`src/rtl/melody_sequencer_if.sv`:
```
// Bundle between the melody sequencer, its keypad/control front end and the
// melody recognizer. The sequencer connects through the slave modport; the
// environment (front end plus recognizer) connects through the master modport.
//   key_valid/key_tone/key_note : keyed note push strobe and payload
//   start/clear                 : playback request, FIFO flush request
//   rec_finish/rec_type         : recognizer status (rec_finish active-low)
//   rec_reset/rec_ok/rec_tone/rec_note : recognizer drive
//   busy/fifo_full/fifo_empty/overflow : sequencer status
//   result_valid/result_type/result_error : per-phrase classification
interface melody_sequencer_if;
  logic       key_valid;
  logic       key_tone;
  logic [2:0] key_note;
  logic       start;
  logic       clear;
  logic       rec_finish;
  logic [1:0] rec_type;
  logic       rec_reset;
  logic       rec_ok;
  logic       rec_tone;
  logic [2:0] rec_note;
  logic       busy;
  logic       fifo_full;
  logic       fifo_empty;
  logic       overflow;
  logic       result_valid;
  logic [1:0] result_type;
  logic       result_error;

  modport master (
    output key_valid, key_tone, key_note, start, clear, rec_finish, rec_type,
    input  rec_reset, rec_ok, rec_tone, rec_note, busy, fifo_full, fifo_empty,
           overflow, result_valid, result_type, result_error
  );

  modport slave (
    input  key_valid, key_tone, key_note, start, clear, rec_finish, rec_type,
    output rec_reset, rec_ok, rec_tone, rec_note, busy, fifo_full, fifo_empty,
           overflow, result_valid, result_type, result_error
  );
endinterface

```
`src/rtl/melody_sequencer.sv`:
```
// Buffers keyed notes in a FIFO, replays them as ok-strobed note words into the
// melody recognizer, terminates the phrase with rests, polls for the result and
// reports one classification per phrase.
// Ports:
//   clk   : clock
//   reset : synchronous active-high reset
//   bus   : melody_sequencer_if.slave (key input, control, recognizer, status, result)
// Build option: define MELODY_SEQ_REPLAY_EN to play through a separate pointer
// without popping, so the same phrase can be replayed until clear/reset.
module melody_sequencer #(
  parameter int unsigned DEPTH     = 8,
  parameter int unsigned GAP       = 4,
  parameter int unsigned FLUSH_MAX = 4
) (
  input  logic              clk,
  input  logic              reset,
  melody_sequencer_if.slave bus
);
  localparam int unsigned PW = $clog2(DEPTH);
  localparam int unsigned CW = $clog2(DEPTH + 1);
  localparam int unsigned GW = $clog2(GAP + 1);
  localparam int unsigned FW = $clog2(FLUSH_MAX + 1);

  typedef enum logic [2:0] {
    S_IDLE, S_CLEAR, S_WAIT, S_ISSUE, S_TERM, S_POLL_WAIT, S_POLL, S_DONE
  } state_e;

  state_e        state_q;
  logic [3:0]    mem_q [DEPTH];
  logic [PW-1:0] wr_ptr_q, rd_ptr_q;
  logic [CW-1:0] count_q, count_d;
  logic [CW-1:0] left_q;
  logic [GW-1:0] gap_q;
  logic [FW-1:0] flush_q;
  logic          rec_reset_q, rec_ok_q, rec_tone_q;
  logic [2:0]    rec_note_q;
  logic          busy_q, fifo_full_q, fifo_empty_q, overflow_q;
  logic          result_valid_q, result_error_q;
  logic [1:0]    result_type_q;
  logic          idle_c, clr_c, push_c, drop_c, pop_c, drain_c;
  logic [PW-1:0] head_c;
`ifdef MELODY_SEQ_REPLAY_EN
  logic [PW-1:0] play_ptr_q;
`endif

  // FIFO control: clear beats push; pushes outside IDLE or into a full FIFO are dropped
  always_comb begin
    idle_c = (state_q == S_IDLE);
    clr_c  = idle_c & bus.clear;
    push_c = idle_c & bus.key_valid & ~bus.clear & (count_q != CW'(DEPTH));
    drop_c = bus.key_valid & ~clr_c & ~push_c;
`ifdef MELODY_SEQ_REPLAY_EN
    pop_c   = 1'b0;
    drain_c = 1'b0;
    head_c  = play_ptr_q;
`else
    pop_c   = (state_q == S_ISSUE);
    drain_c = (state_q == S_WAIT) & ~bus.rec_finish;
    head_c  = rd_ptr_q;
`endif
    count_d = count_q;
    if (clr_c || drain_c) count_d = '0;
    else if (push_c)      count_d = count_q + CW'(1);
    else if (pop_c)       count_d = count_q - CW'(1);
  end

  // Note storage, not reset: contents are meaningless once the pointers are zeroed
  always_ff @(posedge clk) begin
    if (push_c) mem_q[wr_ptr_q] <= {bus.key_tone, bus.key_note};
  end

  // Pointers, status flags and playback FSM
  always_ff @(posedge clk) begin
    if (reset) begin
      state_q        <= S_IDLE;
      wr_ptr_q       <= '0;
      rd_ptr_q       <= '0;
      count_q        <= '0;
      left_q         <= '0;
      gap_q          <= '0;
      flush_q        <= '0;
      rec_reset_q    <= 1'b1;
      rec_ok_q       <= 1'b0;
      rec_tone_q     <= 1'b0;
      rec_note_q     <= 3'd0;
      busy_q         <= 1'b0;
      fifo_full_q    <= 1'b0;
      fifo_empty_q   <= 1'b1;
      overflow_q     <= 1'b0;
      result_valid_q <= 1'b0;
      result_type_q  <= 2'd0;
      result_error_q <= 1'b0;
`ifdef MELODY_SEQ_REPLAY_EN
      play_ptr_q     <= '0;
`endif
    end else begin
      count_q        <= count_d;
      fifo_full_q    <= (count_d == CW'(DEPTH));
      fifo_empty_q   <= (count_d == '0);
      rec_reset_q    <= 1'b0;
      result_valid_q <= 1'b0;

      if (push_c) wr_ptr_q <= wr_ptr_q + PW'(1);
      if (pop_c)  rd_ptr_q <= rd_ptr_q + PW'(1);
      if (drain_c) rd_ptr_q <= wr_ptr_q;
      if (clr_c) begin
        wr_ptr_q   <= '0;
        rd_ptr_q   <= '0;
        overflow_q <= 1'b0;
      end else if (drop_c) begin
        overflow_q <= 1'b1;
      end

      case (state_q)
        S_IDLE: begin
          if (bus.start && count_q != '0) begin
            state_q     <= S_CLEAR;
            rec_reset_q <= 1'b1;
            busy_q      <= 1'b1;
            left_q      <= count_q;
`ifdef MELODY_SEQ_REPLAY_EN
            play_ptr_q  <= rd_ptr_q;
`endif
          end
        end
        S_CLEAR: begin
          gap_q   <= GW'(GAP);
          state_q <= S_WAIT;
        end
        S_WAIT: begin
          // Recognizer finishing before the terminating rest aborts the phrase
          if (!bus.rec_finish) begin
            state_q        <= S_DONE;
            result_valid_q <= 1'b1;
            result_type_q  <= 2'd0;
            result_error_q <= 1'b1;
          end else if (gap_q == GW'(1)) begin
            rec_ok_q <= 1'b1;
            if (left_q != '0) begin
              {rec_tone_q, rec_note_q} <= mem_q[head_c];
              state_q <= S_ISSUE;
            end else begin
              {rec_tone_q, rec_note_q} <= 4'd0;
              flush_q <= FW'(1);
              state_q <= S_TERM;
            end
          end else begin
            gap_q <= gap_q - GW'(1);
          end
        end
        S_ISSUE: begin
          rec_ok_q <= 1'b0;
          left_q   <= left_q - CW'(1);
          gap_q    <= GW'(GAP);
          state_q  <= S_WAIT;
`ifdef MELODY_SEQ_REPLAY_EN
          play_ptr_q <= play_ptr_q + PW'(1);
`endif
        end
        S_TERM: begin
          rec_ok_q <= 1'b0;
          gap_q    <= GW'(GAP);
          state_q  <= S_POLL_WAIT;
        end
        S_POLL_WAIT: begin
          if (gap_q == GW'(1)) begin
            if (!bus.rec_finish) begin
              state_q        <= S_DONE;
              result_valid_q <= 1'b1;
              result_type_q  <= bus.rec_type;
              result_error_q <= (bus.rec_type == 2'd0);
            end else if (flush_q == FW'(FLUSH_MAX)) begin
              state_q        <= S_DONE;
              result_valid_q <= 1'b1;
              result_type_q  <= 2'd0;
              result_error_q <= 1'b1;
            end else begin
              rec_ok_q                 <= 1'b1;
              {rec_tone_q, rec_note_q} <= 4'd0;
              state_q                  <= S_POLL;
            end
          end else begin
            gap_q <= gap_q - GW'(1);
          end
        end
        S_POLL: begin
          rec_ok_q <= 1'b0;
          if (flush_q != FW'(FLUSH_MAX)) flush_q <= flush_q + FW'(1);
          gap_q    <= GW'(GAP);
          state_q  <= S_POLL_WAIT;
        end
        S_DONE: begin
          busy_q  <= 1'b0;
          state_q <= S_IDLE;
        end
        default: state_q <= S_IDLE;
      endcase
    end
  end

  assign bus.rec_reset    = rec_reset_q;
  assign bus.rec_ok       = rec_ok_q;
  assign bus.rec_tone     = rec_tone_q;
  assign bus.rec_note     = rec_note_q;
  assign bus.busy         = busy_q;
  assign bus.fifo_full    = fifo_full_q;
  assign bus.fifo_empty   = fifo_empty_q;
  assign bus.overflow     = overflow_q;
  assign bus.result_valid = result_valid_q;
  assign bus.result_type  = result_type_q;
  assign bus.result_error = result_error_q;
endmodule

```
`src/flat_wrapper.sv`:
```
// flat-port wrapper written by rule: the top's interface ports become plain ports
module melody_sequencer_flat 
#(
  parameter int unsigned DEPTH     = 8,
  parameter int unsigned GAP       = 4,
  parameter int unsigned FLUSH_MAX = 4
)
  (clk, reset, bus_key_valid, bus_key_tone, bus_key_note, bus_start, bus_clear, bus_rec_finish, bus_rec_type, bus_rec_reset, bus_rec_ok, bus_rec_tone, bus_rec_note, bus_busy, bus_fifo_full, bus_fifo_empty, bus_overflow, bus_result_valid, bus_result_type, bus_result_error);
  melody_sequencer_if bus_i ();
  input  logic clk;
  input  logic reset;
  input wire logic [$bits(bus_i.key_valid)-1:0] bus_key_valid;
  input wire logic [$bits(bus_i.key_tone)-1:0] bus_key_tone;
  input wire logic [$bits(bus_i.key_note)-1:0] bus_key_note;
  input wire logic [$bits(bus_i.start)-1:0] bus_start;
  input wire logic [$bits(bus_i.clear)-1:0] bus_clear;
  input wire logic [$bits(bus_i.rec_finish)-1:0] bus_rec_finish;
  input wire logic [$bits(bus_i.rec_type)-1:0] bus_rec_type;
  output wire logic [$bits(bus_i.rec_reset)-1:0] bus_rec_reset;
  output wire logic [$bits(bus_i.rec_ok)-1:0] bus_rec_ok;
  output wire logic [$bits(bus_i.rec_tone)-1:0] bus_rec_tone;
  output wire logic [$bits(bus_i.rec_note)-1:0] bus_rec_note;
  output wire logic [$bits(bus_i.busy)-1:0] bus_busy;
  output wire logic [$bits(bus_i.fifo_full)-1:0] bus_fifo_full;
  output wire logic [$bits(bus_i.fifo_empty)-1:0] bus_fifo_empty;
  output wire logic [$bits(bus_i.overflow)-1:0] bus_overflow;
  output wire logic [$bits(bus_i.result_valid)-1:0] bus_result_valid;
  output wire logic [$bits(bus_i.result_type)-1:0] bus_result_type;
  output wire logic [$bits(bus_i.result_error)-1:0] bus_result_error;
  assign bus_i.key_valid = bus_key_valid;
  assign bus_i.key_tone = bus_key_tone;
  assign bus_i.key_note = bus_key_note;
  assign bus_i.start = bus_start;
  assign bus_i.clear = bus_clear;
  assign bus_i.rec_finish = bus_rec_finish;
  assign bus_i.rec_type = bus_rec_type;
  assign bus_rec_reset = bus_i.rec_reset;
  assign bus_rec_ok = bus_i.rec_ok;
  assign bus_rec_tone = bus_i.rec_tone;
  assign bus_rec_note = bus_i.rec_note;
  assign bus_busy = bus_i.busy;
  assign bus_fifo_full = bus_i.fifo_full;
  assign bus_fifo_empty = bus_i.fifo_empty;
  assign bus_overflow = bus_i.overflow;
  assign bus_result_valid = bus_i.result_valid;
  assign bus_result_type = bus_i.result_type;
  assign bus_result_error = bus_i.result_error;
  melody_sequencer #(.DEPTH(DEPTH), .GAP(GAP), .FLUSH_MAX(FLUSH_MAX)) u_core (.clk(clk), .reset(reset), .bus(bus_i));
endmodule
```
`config.mk`:
```
export PLATFORM = sky130hd
export DESIGN_NAME = melody_sequencer_flat
export DESIGN_NICKNAME = d
export VERILOG_FILES = /design/src/rtl/melody_sequencer_if.sv /design/src/rtl/melody_sequencer.sv /design/src/flat_wrapper.sv
export SDC_FILE = /design/constraint.sdc
export NUM_CORES = 1
export LEC_CHECK = 0
export BUFFER_PORTS_ARGS = -buffer_cell sky130_fd_sc_hd__buf_2
export CAP_MARGIN = 20
export CORE_MARGIN = 8
export CORE_UTILIZATION = 35
export CTS_BUF_LIST = sky130_fd_sc_hd__clkbuf_2
export CTS_CLUSTER_SIZE = 14
export DETAILED_ROUTE_END_ITERATION = 16
export PLACE_DENSITY = 0.49
export SETUP_SLACK_MARGIN = 0.2
export SYNTH_ARGS = -nofsm -noshare
export SYNTH_HDL_FRONTEND = slang
export SYNTH_SLANG_ARGS = --single-unit
```
`constraint.sdc`:
```
create_clock -name clk -period 2.36 [get_ports clk]
set_input_delay 0.118 -clock clk [delete_from_list [all_inputs] [get_ports clk]]
set_output_delay 0.118 -clock clk [all_outputs]
set_load 0.01 [all_outputs]
```
# == Yosys cells after proc, flatten, opt, wreduce, memory -nomap -nowiden ==
# Memory sizes are Yosys's and may differ from the RTL's. A register that Yosys moved wholly into a read port is not among the register bits.
# Cells that the tools add are included.
# op_classes
add_sub_neg,7
n_mul,0
div_mod_pow,0
order_cmp,0
n_eq_ne,23
n_shift,0
n_mux,66
n_bitwise,11
n_reduce_logical,27
# ops
operator,count
2-to-1 mux 3 bit,22
2-to-1 mux 1 bit,25
case mux 3 bit (6 select lines),1
2-to-1 mux 4 bit,4
== test 3 bit (second input constant),5
!= test 2 bit (second input constant),7
case mux 3 bit (2 select lines),2
AND reduction 6 bit,2
nonzero test 2 bit,5
adder 3 x 1 -> 3 bit (second input constant),3
case mux 3 bit (3 select lines),1
2-to-1 mux 2 bit,4
case mux 1 bit (2 select lines),4
case mux 4 bit (2 select lines),1
nonzero test 4 bit,2
subtractor 4 x 1 -> 4 bit (second input constant),2
AND 1 bit,7
== test 3 x 1 -> 1 bit (second input constant),2
== test 3 x 2 -> 1 bit (second input constant),2
!= test 3 bit (second input constant),2
AND reduction 2 bit,3
nonzero test 3 bit,2
OR reduction 2 bit,3
AND reduction 5 bit,1
18 further kinds,22
# totals
reg_bits,37
latchBits,0
ram_bits,32
mem_bits_ro,0
in_bits,12
output_inout_bits,14
wordCells,153
memories,1
# mem_list
memory,words,word_bits,rd,rd_ports_with_merged_regs,write_ports,line,text
u_core.mem_q,8,4,1,1,1,melody_sequencer.sv:29,logic [3:0] mem_q [DEPTH];

# == Logic depth before layout (Yosys ltp) ==
# depth
ltp_word,7
mapped_depth,7

# == Worst setup path after synthesis ==
# OpenSTA, ideal clock, no wires.
# synth_timing
kind,register to register
start,register u_core.count_q[0]
end,memory u_core.mem_q[5][0] (enable)
t_arrival_ps,1750
setup_slack_ps,243
path_stages_with_launch,7
cell_sequence,dfxtp_1 inv_1 ha_1 and3b_1 nor3_4 nand2_1 nor3b_1
# synth_via
elab_chain_cells,4
# synth_lines
element,line,text
from (decl),melody_sequencer.sv:31,"logic [CW-1:0] count_q, count_d;"
from (signal assigned),melody_sequencer.sv:97,count_q <= count_d;
!= test 4 bit,melody_sequencer.sv:50,push_c = idle_c & bus.key_valid & ~bus.clear & (count_q != CW'(DEPTH));
AND 1 bit,melody_sequencer.sv:50,
2-to-1 mux 1 bit,melody_sequencer.sv:69,"if (push_c) mem_q[wr_ptr_q] <= {bus.key_tone, bus.key_note};"
2-to-1 mux 1 bit (implied by the code),melody_sequencer.sv:69,
to (decl),melody_sequencer.sv:29,
# Every way passes these cells.

# == Worst setup path in the final report ==
# layout_timing
start,register u_core.count_q[1]
end,memory u_core.mem_q[5][0] (enable)
# Same word-level chain as after synthesis.

==> load_flow_metrics.sql <==
INSERT INTO impl_metrics (metric_group, metric, value, unit) VALUES
('run_status', 'status', 'completed', ''),
('pwr', 'vdd_ir_drop_max', '264', 'uV'),
('setup_path', 'rrSetupSlack', '0.32', 'ns'),
('setup_path', 'worstPathMaxFanout', '5', ''),
('timing', 'max_slew.worst_pin.slew', '0.520', 'ns'),
('synth', 'yosys-top-cells-area', 'sky130_fd_sc_hd__edfxtp_1 (29%), sky130_fd_sc_hd__dfxtp_1 (24%), sky130_fd_sc_hd__mux4_2 (5.4%)', ''),
('pwr', 'power.density', '835', 'nW/um^2'),
('cells_and_area', 'fillers', '896', ''),
('setup_path', 'critical_path_class', 'flop to flop', ''),
('setup_path', 'worst_r2r_endpoint', 'u_core.mem_q[5][0]', ''),
('placed_design', 'detailed_place_hpwl', '5.00', 'mm'),
('drt', 'dr_total_vias', '2272', ''),
('flow_run', 'drv_cap', '0', ''),
('cells_and_area', 'final_cells', '463', ''),
('grt', 'pin_count_of_the_biggest_net_entering_global_routing', '27', ''),
('pwr', 'total_power', '3.20', 'mW'),
('timing', 'timing.slew.headroom', '65.1', '%'),
('floorplan', 'num_rows', '35', ''),
('drt', 'drt-total-wl', '7.11', 'mm'),
('drt', 'router_iterations_before_antenna_repair', '4', ''),
('floorplan', 'die_x', '114', 'um'),
('pwr', 'power.static_leakage', '1.39', 'nW'),
('clock_network', 'cts_root_buffer', 'sky130_fd_sc_hd__clkbuf_2', ''),
('synth', 'synthesis.area', '3340', 'sq um'),
('grt', 'grt_pass1_wl', '11.9', 'mm'),
('synth', 'yosysWarningCount', '0', ''),
('synth', 'ys_seq_elements', '72', ''),
('grt', 'overflow', '0', ''),
('clock_network', 'numClockSinks', '72', ''),
('clock_network', 'numCtsBuffers', '9', ''),
('drt', 'viasPerCell', '4.91', ''),
('synth', 'synth_top_cells_by_count', 'sky130_fd_sc_hd__dfxtp_1 (40), sky130_fd_sc_hd__nor2_1 (34), sky130_fd_sc_hd__edfxtp_1 (32)', ''),
('floorplan', 'core-area', '9240', 'sq um'),
('timing', 'fin_worst_skew', '0.0322', 'ns'),
('synth', 'synthesis.area_per_instance', '11.6', 'sq um'),
('placed_design', 'placed_cells', '437', ''),
('setup_path', 'worstSetupStartpointType', 'flop', ''),
('min_path', 'worst_hold_path.num_cells', '3', ''),
('timing', 'clock.fmax', '489', 'MHz'),
('timing', 'setup_repair_after_global_routing_missed_its_margin', 'no', ''),
('setup_path', 'cp-end-kind', 'flop', ''),
('timing', 'setup_slack', '0.315', 'ns'),
('synth', 'synth_edf_count', '32', ''),
('drt', 'route.antenna.remaining_nets', '0', ''),
('cells_and_area', 'total_area_of_sequential_cells', '1760', 'sq um'),
('floorplan', 'floorplan.die.height', '114', 'um'),
('synth', 'synth.yosys.seq_area_share', '52.7', '%'),
('synth', 'synthMostInstantiatedCell', 'sky130_fd_sc_hd__dfxtp_1', ''),
('cells_and_area', 'antenna_cells', '0', ''),
('grt', 'via_count_of_the_first_global_routing_pass', '2258', ''),
('timing', 'min_period_over_period', '86.6', '%'),
('min_path', 'hold_crit_endpoint', 'u_core.bus.overflow', ''),
('clock_network', 'clk_pin_slew_worst_paths', '0.22', 'ns'),
('synth', 'asyncSetResetFlopFracSynth', '0', '%'),
('synth', 'ys_types', '57', ''),
('synth', 'synthFlopType', 'sky130_fd_sc_hd__dfxtp_1', ''),
('clock_network', 'clk-insertion-delay-late', '0.51', 'ns'),
('timing', 'slew_viol_final', '0', ''),
('drt', 'drc', '0', ''),
('clock_network', 'h_tree_levels', '3', ''),
('min_path', 'hp-class', 'primary input to flop', ''),
('placed_design', 'io_buffer_count', '25', ''),
('setup_path', 'r2r_start', 'u_core.count_q[1]', ''),
('setup_path', 'r2r.worst_path.cells', '7', ''),
('grt', 'gr-usage-all-layers', '11.8', '%'),
('synth', 'synth_top_area_cell', 'sky130_fd_sc_hd__edfxtp_1', ''),
('floorplan', 'ioPinCount', '26', ''),
('floorplan', 'die_footprint', '12900', 'sq um'),
('clock_network', 'clk_path_buf_depth', '2', ''),
('timing', 'period_minus_slack', '2.04', 'ns'),
('floorplan', 'floorplan.initialDensity', '36.2', '%');
## power by group
group	switching (mW)	leakage (nW)	internal [mW]
sequential	0.132	0.613	1.42
clock	0.493	0.0622	0.151
combinational	0.552	0.719	0.449
## metrics by stage
step	utilization [%]	cell area, sq um
2_1_floorplan	-	3340
3_3_place_gp	39.3	3630
3_5_place_dp	39.3	3630
4_1_cts	41.4	3830
5_1_grt	41.4	3830
6_report	41.4	3830
## metal layers
metal | part of all wire [%] | up-vias | GRT usage [%] | wire, um
met3 | 3.3 | 4 | 3.59 | 235
met2 | 44 | 32 | 16.8 | 3120
li1 | - | 1143 | - | -
met5 | 0 | - | 0 | 0
met1 | 52 | 1093 | 16.3 | 3710
met4 | 0.70 | 0 | 4.44 | 50
## worst max path at each step
stage,from,to,slack [ns],cells after the start
floorplan,u_core.count_q[0],u_core.mem_q[5][0],0.24,6
finish,u_core.count_q[1],u_core.mem_q[5][0],0.32,7
global route,u_core.count_q[1],u_core.mem_q[5][2],0.22,7
CTS,u_core.count_q[0],u_core.mem_q[5][3],0.24,7
detailed placement,u_core.count_q[0],u_core.mem_q[3][0],0.28,7
global placement,u_core.count_q[0],u_core.mem_q[5][2],0.36,7
## repair_timing
| action | 4_1_cts | 5_1_grt |
|---|---|---|
| endpoints found under the hold margin | 42 | 0 |
| gates resized for setup | 0 | 1 |
| setup buffers | 0 | 0 |
| endpoints found under the setup margin | 0 | 15 |
| hold buffers | 10 | 0 |
## state kept, by name (all words and copies together), names as in the netlist, named ones only
name / cells
u_core.gap_q: 3
u_core.bus.rec_ok: 1
u_core.bus.rec_tone: 1
u_core.bus.result_valid: 1
u_core.flush_q: 3
u_core.bus.rec_reset: 1
u_core.state_q: 3
u_core.bus.result_type: 2
u_core.head_c: 3
u_core.bus.fifo_empty: 1
u_core.wr_ptr_q: 3
u_core.bus.overflow: 1
u_core.mem_q: 32
u_core.bus.result_error: 1
u_core.bus.rec_note: 3
u_core.count_q: 4
u_core.left_q: 4
u_core.bus.fifo_full: 1
u_core.bus.busy: 1
## layout by cell type (no fill, tap or decap), types with 10 or more instances in the layout
cell	netlist	final
sky130_fd_sc_hd__a21oi_1	15	15
sky130_fd_sc_hd__buf_2	2	25
sky130_fd_sc_hd__edfxtp_1	32	32
sky130_fd_sc_hd__dfxtp_1	40	39
sky130_fd_sc_hd__inv_1	11	11
sky130_fd_sc_hd__nor2_1	34	34
sky130_fd_sc_hd__nand2_1	14	14
sky130_fd_sc_hd__buf_4	2	11
sky130_fd_sc_hd__ha_1	10	10
sky130_fd_sc_hd__dlygate4sd3_1	0	10
## layout make-up
| cell class | instances | share of cell area [%] |
|---|---|---|
| Multi-Input combinational cell | 189 | 38.0 |
| Timing Repair Buffer | 46 | 8.04 |
| Clock buffer | 9 | 1.18 |
| Tap cell | 129 | 4.22 |
| Clock inverter | 7 | 1.41 |
| Inverter | 11 | 1.08 |
| Sequential cell | 72 | 46.0 |
## worst max-delay path, cell delays in order, from the launching register on
cell	delay (ns)
sky130_fd_sc_hd__dfxtp_1	0.47
sky130_fd_sc_hd__inv_1	0.08
sky130_fd_sc_hd__ha_1	0.24
sky130_fd_sc_hd__and3b_1	0.26
sky130_fd_sc_hd__nor3_4	0.19
sky130_fd_sc_hd__nand2_1	0.15
sky130_fd_sc_hd__nor3b_1	0.23
sky130_fd_sc_hd__buf_4	0.16
## cell families (layout without fill, tap and decap cells)
group | count (synthesis) | count (layout) | share of synthesized area, %
multiplexers | 19 | 19 | 8.91
adder cells (fa/ha/maj) | 10 | 10 | 3.75
XOR/XNOR | 8 | 8 | 2.10
AO/OA/AOI/OAI | 56 | 56 | 12.2
AND/OR/NAND/NOR | 96 | 96 | 16.7
buffers and inverters | 26 | 73 | 3.67
flip-flops | 72 | 72 | 52.7
No activity file was read; power rests on OpenSTA's default activity.
